**config.mk**
```make
export PLATFORM = sky130hd
export DESIGN_NAME = dbg_run_ctrl
export DESIGN_NICKNAME = d
export VERILOG_FILES = /design/src/rtl/dbg_run_pkg.sv /design/src/rtl/dbg_bp_unit.sv /design/src/rtl/dbg_run_ctrl.sv
export SDC_FILE = /design/constraint.sdc
export NUM_CORES = 1
export LEC_CHECK = 0
export ABC_AREA = 1
export BUFFER_PORTS_ARGS = -buffer_cell sky130_fd_sc_hd__buf_2
export CORE_MARGIN = 2
export CORE_UTILIZATION = 59
export DETAILED_ROUTE_END_ITERATION = 12
export PLACE_DENSITY = 0.86
export SLEW_MARGIN = 5
export SYNTH_ARGS = -nofsm -noshare
export SYNTH_HDL_FRONTEND = slang
export SYNTH_SLANG_ARGS = --single-unit
```
**constraint.sdc**
```tcl
create_clock -name sysclk -period 4 [get_ports sysclk]
set_input_delay 0.4 -clock sysclk [delete_from_list [all_inputs] [get_ports sysclk]]
set_output_delay 0.4 -clock sysclk [all_outputs]
set_load 0.03 [all_outputs]
```
**src/rtl/dbg_run_pkg.sv**
```systemverilog
`default_nettype none
// +------------------------------------------------------------------+
// | dbg_run_pkg: op, halt-cause and state encodings for dbg_run_ctrl |
// | Revision: 1.0                                                    |
// +------------------------------------------------------------------+
package dbg_run_pkg;

  typedef enum logic [2:0] {
    OP_HALT   = 3'd0,
    OP_RUN    = 3'd1,
    OP_STEP   = 3'd2,
    OP_SET_BP = 3'd3,
    OP_CLR_BP = 3'd4
  } cmd_op_t;

  typedef enum logic [2:0] {
    CAUSE_NONE       = 3'd0,
    CAUSE_CMD        = 3'd1,
    CAUSE_STEP_DONE  = 3'd2,
    CAUSE_BREAKPOINT = 3'd3,
    CAUSE_EXT        = 3'd4
  } halt_cause_t;

  typedef enum logic [1:0] {
    ST_HALTED   = 2'd0,
    ST_RUNNING  = 2'd1,
    ST_STEPPING = 2'd2
  } state_t;

  // RUN and STEP are only meaningful once the core is halted.
  function automatic logic op_needs_halt(input logic [2:0] op);
    return (op == OP_RUN) || (op == OP_STEP);
  endfunction

endpackage
`default_nettype wire

```
**src/rtl/dbg_bp_unit.sv**
```systemverilog
`default_nettype none
// +------------------------------------------------------------------+
// | dbg_bp_unit: single PC breakpoint with skip-once after resume    |
// | Revision: 1.0                                                    |
// +------------------------------------------------------------------+
module dbg_bp_unit
#(
  parameter int unsigned XLEN = 32
) (
  input  logic            sysclk,
  input  logic            reset,
  input  logic            set_bp,
  input  logic            clr_bp,
  input  logic [XLEN-1:0] bp_arg,
  input  logic            arm_skip,
  input  logic            active,
  input  logic [XLEN-1:0] pc,
  output logic            bp_hit,
  output logic            bp_active
);

  logic [XLEN-1:0] r_bp_addr;
  logic            r_bp_active;
  logic            r_skip;

  assign bp_hit    = r_bp_active && (pc == r_bp_addr) && !r_skip && active;
  assign bp_active = r_bp_active;

  always_ff @(posedge sysclk or posedge reset) begin
    if (reset) begin
      r_bp_addr   <= '0;
      r_bp_active <= 1'b0;
      r_skip      <= 1'b0;
    end else begin
      if (set_bp) begin
        r_bp_addr   <= bp_arg;
        r_bp_active <= 1'b1;
      end else if (clr_bp) begin
        r_bp_active <= 1'b0;
      end
      // Skip lasts until the first enabled core cycle after a resume.
      if (arm_skip) begin
        r_skip <= 1'b1;
      end else if (active && !bp_hit) begin
        r_skip <= 1'b0;
      end
    end
  end

endmodule
`default_nettype wire

```
**src/rtl/dbg_run_ctrl.sv**
```systemverilog
`default_nettype none
// +------------------------------------------------------------------+
// | dbg_run_ctrl: run/halt/step sequencer driving the core clock en  |
// | Revision: 1.0                                                    |
// +------------------------------------------------------------------+
module dbg_run_ctrl
  import dbg_run_pkg::*;
#(
  parameter int unsigned XLEN         = 32,
  parameter int unsigned STEP_W       = 16,
  parameter bit          RUN_ON_RESET = 1'b1
) (
  input  logic            sysclk,
  input  logic            reset,
  input  logic            cmd_valid,
  output logic            cmd_ready,
  input  logic [2:0]      cmd_op,
  input  logic [XLEN-1:0] cmd_arg,
  input  logic            ext_halt_req,
  input  logic [XLEN-1:0] pc,
  output logic            core_clk_en,
  output logic            halted,
  output logic [2:0]      halt_cause,
  output logic            bp_active,
  output logic [31:0]     cycle_count
);

  localparam state_t RESET_STATE = RUN_ON_RESET ? ST_RUNNING : ST_HALTED;

  state_t            r_state,    w_state_nxt;
  halt_cause_t       r_cause,    w_cause_nxt;
  logic [STEP_W-1:0] r_step_cnt, w_step_cnt_nxt;
  logic [31:0]       r_cycle_count;
  logic              r_halted;
  logic              w_active;
  logic              w_cmd_fire;
  logic              w_bp_hit;
  logic              w_set_bp;
  logic              w_clr_bp;
  logic              w_arm_skip;
  logic [STEP_W-1:0] w_step_arg;

  assign w_active    = (r_state != ST_HALTED);
  assign w_step_arg  = cmd_arg[STEP_W-1:0];
  assign cmd_ready   = !w_active || !op_needs_halt(cmd_op);
  assign w_cmd_fire  = cmd_valid && cmd_ready;
  assign w_set_bp    = w_cmd_fire && (cmd_op == OP_SET_BP);
  assign w_clr_bp    = w_cmd_fire && (cmd_op == OP_CLR_BP);
  assign core_clk_en = w_active && !w_bp_hit;

  assign halted      = r_halted;
  assign halt_cause  = r_cause;
  assign cycle_count = r_cycle_count;

  dbg_bp_unit #(
    .XLEN (XLEN)
  ) u_bp_unit (
    .sysclk    (sysclk),
    .reset     (reset),
    .set_bp    (w_set_bp),
    .clr_bp    (w_clr_bp),
    .bp_arg    (cmd_arg),
    .arm_skip  (w_arm_skip),
    .active    (w_active),
    .pc        (pc),
    .bp_hit    (w_bp_hit),
    .bp_active (bp_active)
  );

  always_comb begin
    w_state_nxt    = r_state;
    w_cause_nxt    = r_cause;
    w_step_cnt_nxt = r_step_cnt;
    w_arm_skip     = 1'b0;
    case (r_state)
      ST_HALTED: begin
        if (w_cmd_fire && (cmd_op == OP_RUN)) begin
          w_state_nxt = ST_RUNNING;
          w_cause_nxt = CAUSE_NONE;
          w_arm_skip  = 1'b1;
        end else if (w_cmd_fire && (cmd_op == OP_STEP) && (w_step_arg != '0)) begin
          w_state_nxt    = ST_STEPPING;
          w_cause_nxt    = CAUSE_NONE;
          w_step_cnt_nxt = w_step_arg;
          w_arm_skip     = 1'b1;
        end
      end
      default: begin
        if ((r_state == ST_STEPPING) && core_clk_en) begin
          w_step_cnt_nxt = r_step_cnt - STEP_W'(1);
          if (r_step_cnt == STEP_W'(1)) begin
            w_state_nxt = ST_HALTED;
            w_cause_nxt = CAUSE_STEP_DONE;
          end
        end
        // Later assignments win: lowest-priority halt source first.
        if (w_cmd_fire && (cmd_op == OP_HALT)) begin
          w_state_nxt = ST_HALTED;
          w_cause_nxt = CAUSE_CMD;
        end
        if (ext_halt_req) begin
          w_state_nxt = ST_HALTED;
          w_cause_nxt = CAUSE_EXT;
        end
        if (w_bp_hit) begin
          w_state_nxt = ST_HALTED;
          w_cause_nxt = CAUSE_BREAKPOINT;
        end
      end
    endcase
  end

  always_ff @(posedge sysclk or posedge reset) begin
    if (reset) begin
      r_state       <= RESET_STATE;
      r_halted      <= !RUN_ON_RESET;
      r_cause       <= CAUSE_NONE;
      r_step_cnt    <= '0;
      r_cycle_count <= '0;
    end else begin
      r_state    <= w_state_nxt;
      r_halted   <= (w_state_nxt == ST_HALTED);
      r_cause    <= w_cause_nxt;
      r_step_cnt <= w_step_cnt_nxt;
      if (core_clk_en) begin
        r_cycle_count <= r_cycle_count + 32'd1;
      end
    end
  end

endmodule
`default_nettype wire

```
==> flow_summary.toml <==
[status]
status = "finished, final reports clean"

[timing]
relSlewSlack_pct = 40.7
fin_tns_setup_ns = 0
max_freq_mhz = 325
maxSlewViolCount = 0
setup_violations = 0
skew_ns = 0.00931
worst_pin_slew_ns = 0.888
period_needed_ns = 3.07
final_hold_viol_count = 0
rsz0062_at_grt = "false"
fin_crit_sh_pct = 76.8

[cells_and_area]
finalNonFillerCells = 891
postLayoutCoreUtil_pct = 71.3
drive_gt1_share_pct = 20.5
nFillCells = 649
postLayoutCellArea_um2 = 5920
area_delta_synth_final_pct = 16.5
fin_nets = 854

[logic_synthesis]
synth-edff-count = 0
synth.area.top_cells = "dfrtp_1 43%, nand2_1 13%, inv_1 6.4%"
synth_top_area_cell = "dfrtp_1"
synth_nets = 749
synthArstFlopShare_pct = 100
yosys_most_used_dff = "dfrtp_1"
seq_area_frac_synth_pct = 43.4
yosysWarnings = 0
synth_top_area_share_pct = 42.8
syn_avg_cell_area_um2 = 7.53
ys_ff_latch = 88
syn-instance-count = 675
syn_area_um2 = 5080
yosysUniqueCellTypes = 36

[clocking]
postCtsHoldBufs = 0
h-tree-depth = 3
cts_sinks = 88
clock-root-buffer = "clkbuf_8"
post_cts_resized = 0
cts_buffer_depth = 2
cts.clk_slew.worst_paths_ns = 0.09
post_cts_buffers = 0
cts_tree = "yes"
worstSkewPairLatency_ns = 0.36
cts_buffers = 9

[floorplan]
die_h_um = 96.8
io_pins = 110
core_um2 = 8300
start_util_pct = 61.2
die-area_um2 = 9370
die_x_um = 96.8
num_rows = 33

[global_route]
use_met2_pct = 45.4
grt_first_pass_wirelength_um = 22300
antenna_found_initial = 1
overflow = 0
track_usage_pct = 28.8
grt_pass1_vias = 4758
grt_use_met3_pct = 4.84
grtUsageMet1_pct = 40.3
top_usage_layer = "met2"
grt_max_degree = 52

[detailed_routing]
via_count = 4818
antenna_left = 0
drt_iter0_drc = 371
wl_per_cell_um = 14.6
firstDrtPassIters = 5
vias_per_cell = 5.41
routed_wirelength_um = 13000
drc = 0

[setup_path]
worstSetupPathType = "reg2out"
critPathMaxFanout = 30
start_kind = "register"
worstPathArrival_ns = 2.67
cp-end-kind = "primary output"
crit_required_ns = 3.60
reg2reg_depth = 7

[pwr]
p_per_area_nw_per_um2 = 427
p_leak_uw = 0.00306
vdd_ir_drop_max_uv = 241

[placement]
dp.cells = 874
gp_congestion = 0.973
dpl.hpwl_um = 9560
io_buffer_count = 109
dpl-instance-area_um2 = 5700

[flow_run]
maxCapViolations = 0

[worst_hold_path]
hp-class = "in2async"
==> area by class of cell <==
cell class,count,area [µm²],share of cell area [%]
Multi-Input combinational cell,479,2460,41.5
Antenna cell,1,2.50,0.0423
Timing Repair Buffer,111,561,9.47
Clock buffer,9,124,2.09
Inverter,91,343,5.79
Tap cell,105,131,2.22
Clock inverter,7,96.3,1.63
Sequential cell,88,2200,37.2
==> stage by stage <==
| step | hold slack (ns) | worst slack, ns | power [µW] |
|---|---|---|---|
| floorplan | 0.447 | 1.32 | 1640 |
| global placement | 0.471 | 1.34 | 1810 |
| detailed placement | 0.478 | 1.26 | 1850 |
| CTS | 0.209 | 0.947 | 2530 |
| global route | 0.252 | 0.732 | 2680 |
| finish | 0.182 | 0.926 | 2530 |
==> worst paths after layout <==
path                                        startpoint                 endpoint  slack (ns)
worst max-delay path            u_bp_unit.r_bp_addr[8]              core_clk_en        0.93
worst min-delay path                             reset           cycle_count[1]        0.18
worst max register to register              r_state[1]           r_step_cnt[10]        1.20
worst min register to register  u_bp_unit.r_bp_addr[3]   u_bp_unit.r_bp_addr[3]        0.50
max in group asynchronous                        reset  u_bp_unit.r_bp_addr[25]        2.81
min in group sysclk                        cmd_arg[20]  u_bp_unit.r_bp_addr[20]        0.26
==> flip-flops by register name, summed over array words and instances, names as in the netlist <==
name,flops
u_bp_unit.r_skip,1
cycle_count,32
r_state,2
r_step_cnt,16
u_bp_unit.bp_active,1
halt_cause,3
u_bp_unit.r_bp_addr,32
halted,1
==> per-layer routing <==
layer	vias to the layer above	wire, µm	share of wire [%]
met5	-	0	0
met2	193	6110	47
met4	0	276	2.1
met1	2256	5730	44
li1	2344	-	-
met3	25	849	6.5
==> cell families (layout without fill, tap and decap cells) <==
family / after synthesis / after routing / share of synthesized area, %
compound gates: 87 / 87 / 9.14
xor+xnor: 45 / 45 / 7.90
fa+ha+maj: 3 / 3 / 0.739
buf+inv: 108 / 218 / 8.22
flops: 88 / 88 / 43.4
mux: 8 / 8 / 1.77
other cells: 0 / 1 / 0
simple gates: 336 / 336 / 28.9
==> cell usage after synthesis (2+ instances only) <==
cell type,number
nand2_1,176
dfrtp_1,87
inv_1,87
nor2_1,79
o21ai_0,44
xor2_1,29
a21oi_1,28
nand3_1,27
xnor2_1,15
nand4_1,11
nor3_1,11
nor4_1,9
clkbuf_1,8
mux2_2,8
o211ai_1,8
buf_2,7
nor2_2,7
inv_2,4
ha_1,3
nand2_2,3
nand3b_1,3
o22ai_1,3
nand3_2,2
nor2_4,2
nor3_2,2
o21ai_1,2
==> report_power, final <==
group          total, µW  switching [µW]  internal, µW
clock network        684             333           351
logic                661             425           236
registers           1180             137          1050
==> cells in the final DEF (no fill, tap or decap), types with 3 or more instances in the layout <==
cell | synthesis | final
o22ai_1 | 3 | 3
nor2_2 | 7 | 7
nand3b_1 | 3 | 3
nand2_2 | 3 | 3
inv_1 | 87 | 86
o21ai_0 | 44 | 44
clkinvlp_4 | 0 | 3
inv_2 | 4 | 4
mux2_2 | 8 | 8
nor2_1 | 79 | 79
nand2_1 | 176 | 176
ha_1 | 3 | 3
nor4_1 | 9 | 9
buf_2 | 7 | 109
a21oi_1 | 28 | 28
nand3_1 | 27 | 27
clkbuf_8 | 0 | 9
xnor2_1 | 15 | 15
o211ai_1 | 8 | 8
nand4_1 | 11 | 11
nor3_1 | 11 | 11
xor2_1 | 29 | 29
dfrtp_1 | 87 | 87
==> critical path, stage by stage (launching register included) <==
cell     delay (ns)
dfrtp_1        0.41
xnor2_1        0.18
nand2_1        0.07
nor2_1         0.10
nand2_1        0.06
nor2_1         0.13
nand3_1        0.21
nand2_2        0.48
inv_2          0.36
buf_2          0.29
No activity file was read; power rests on OpenSTA's default activity.
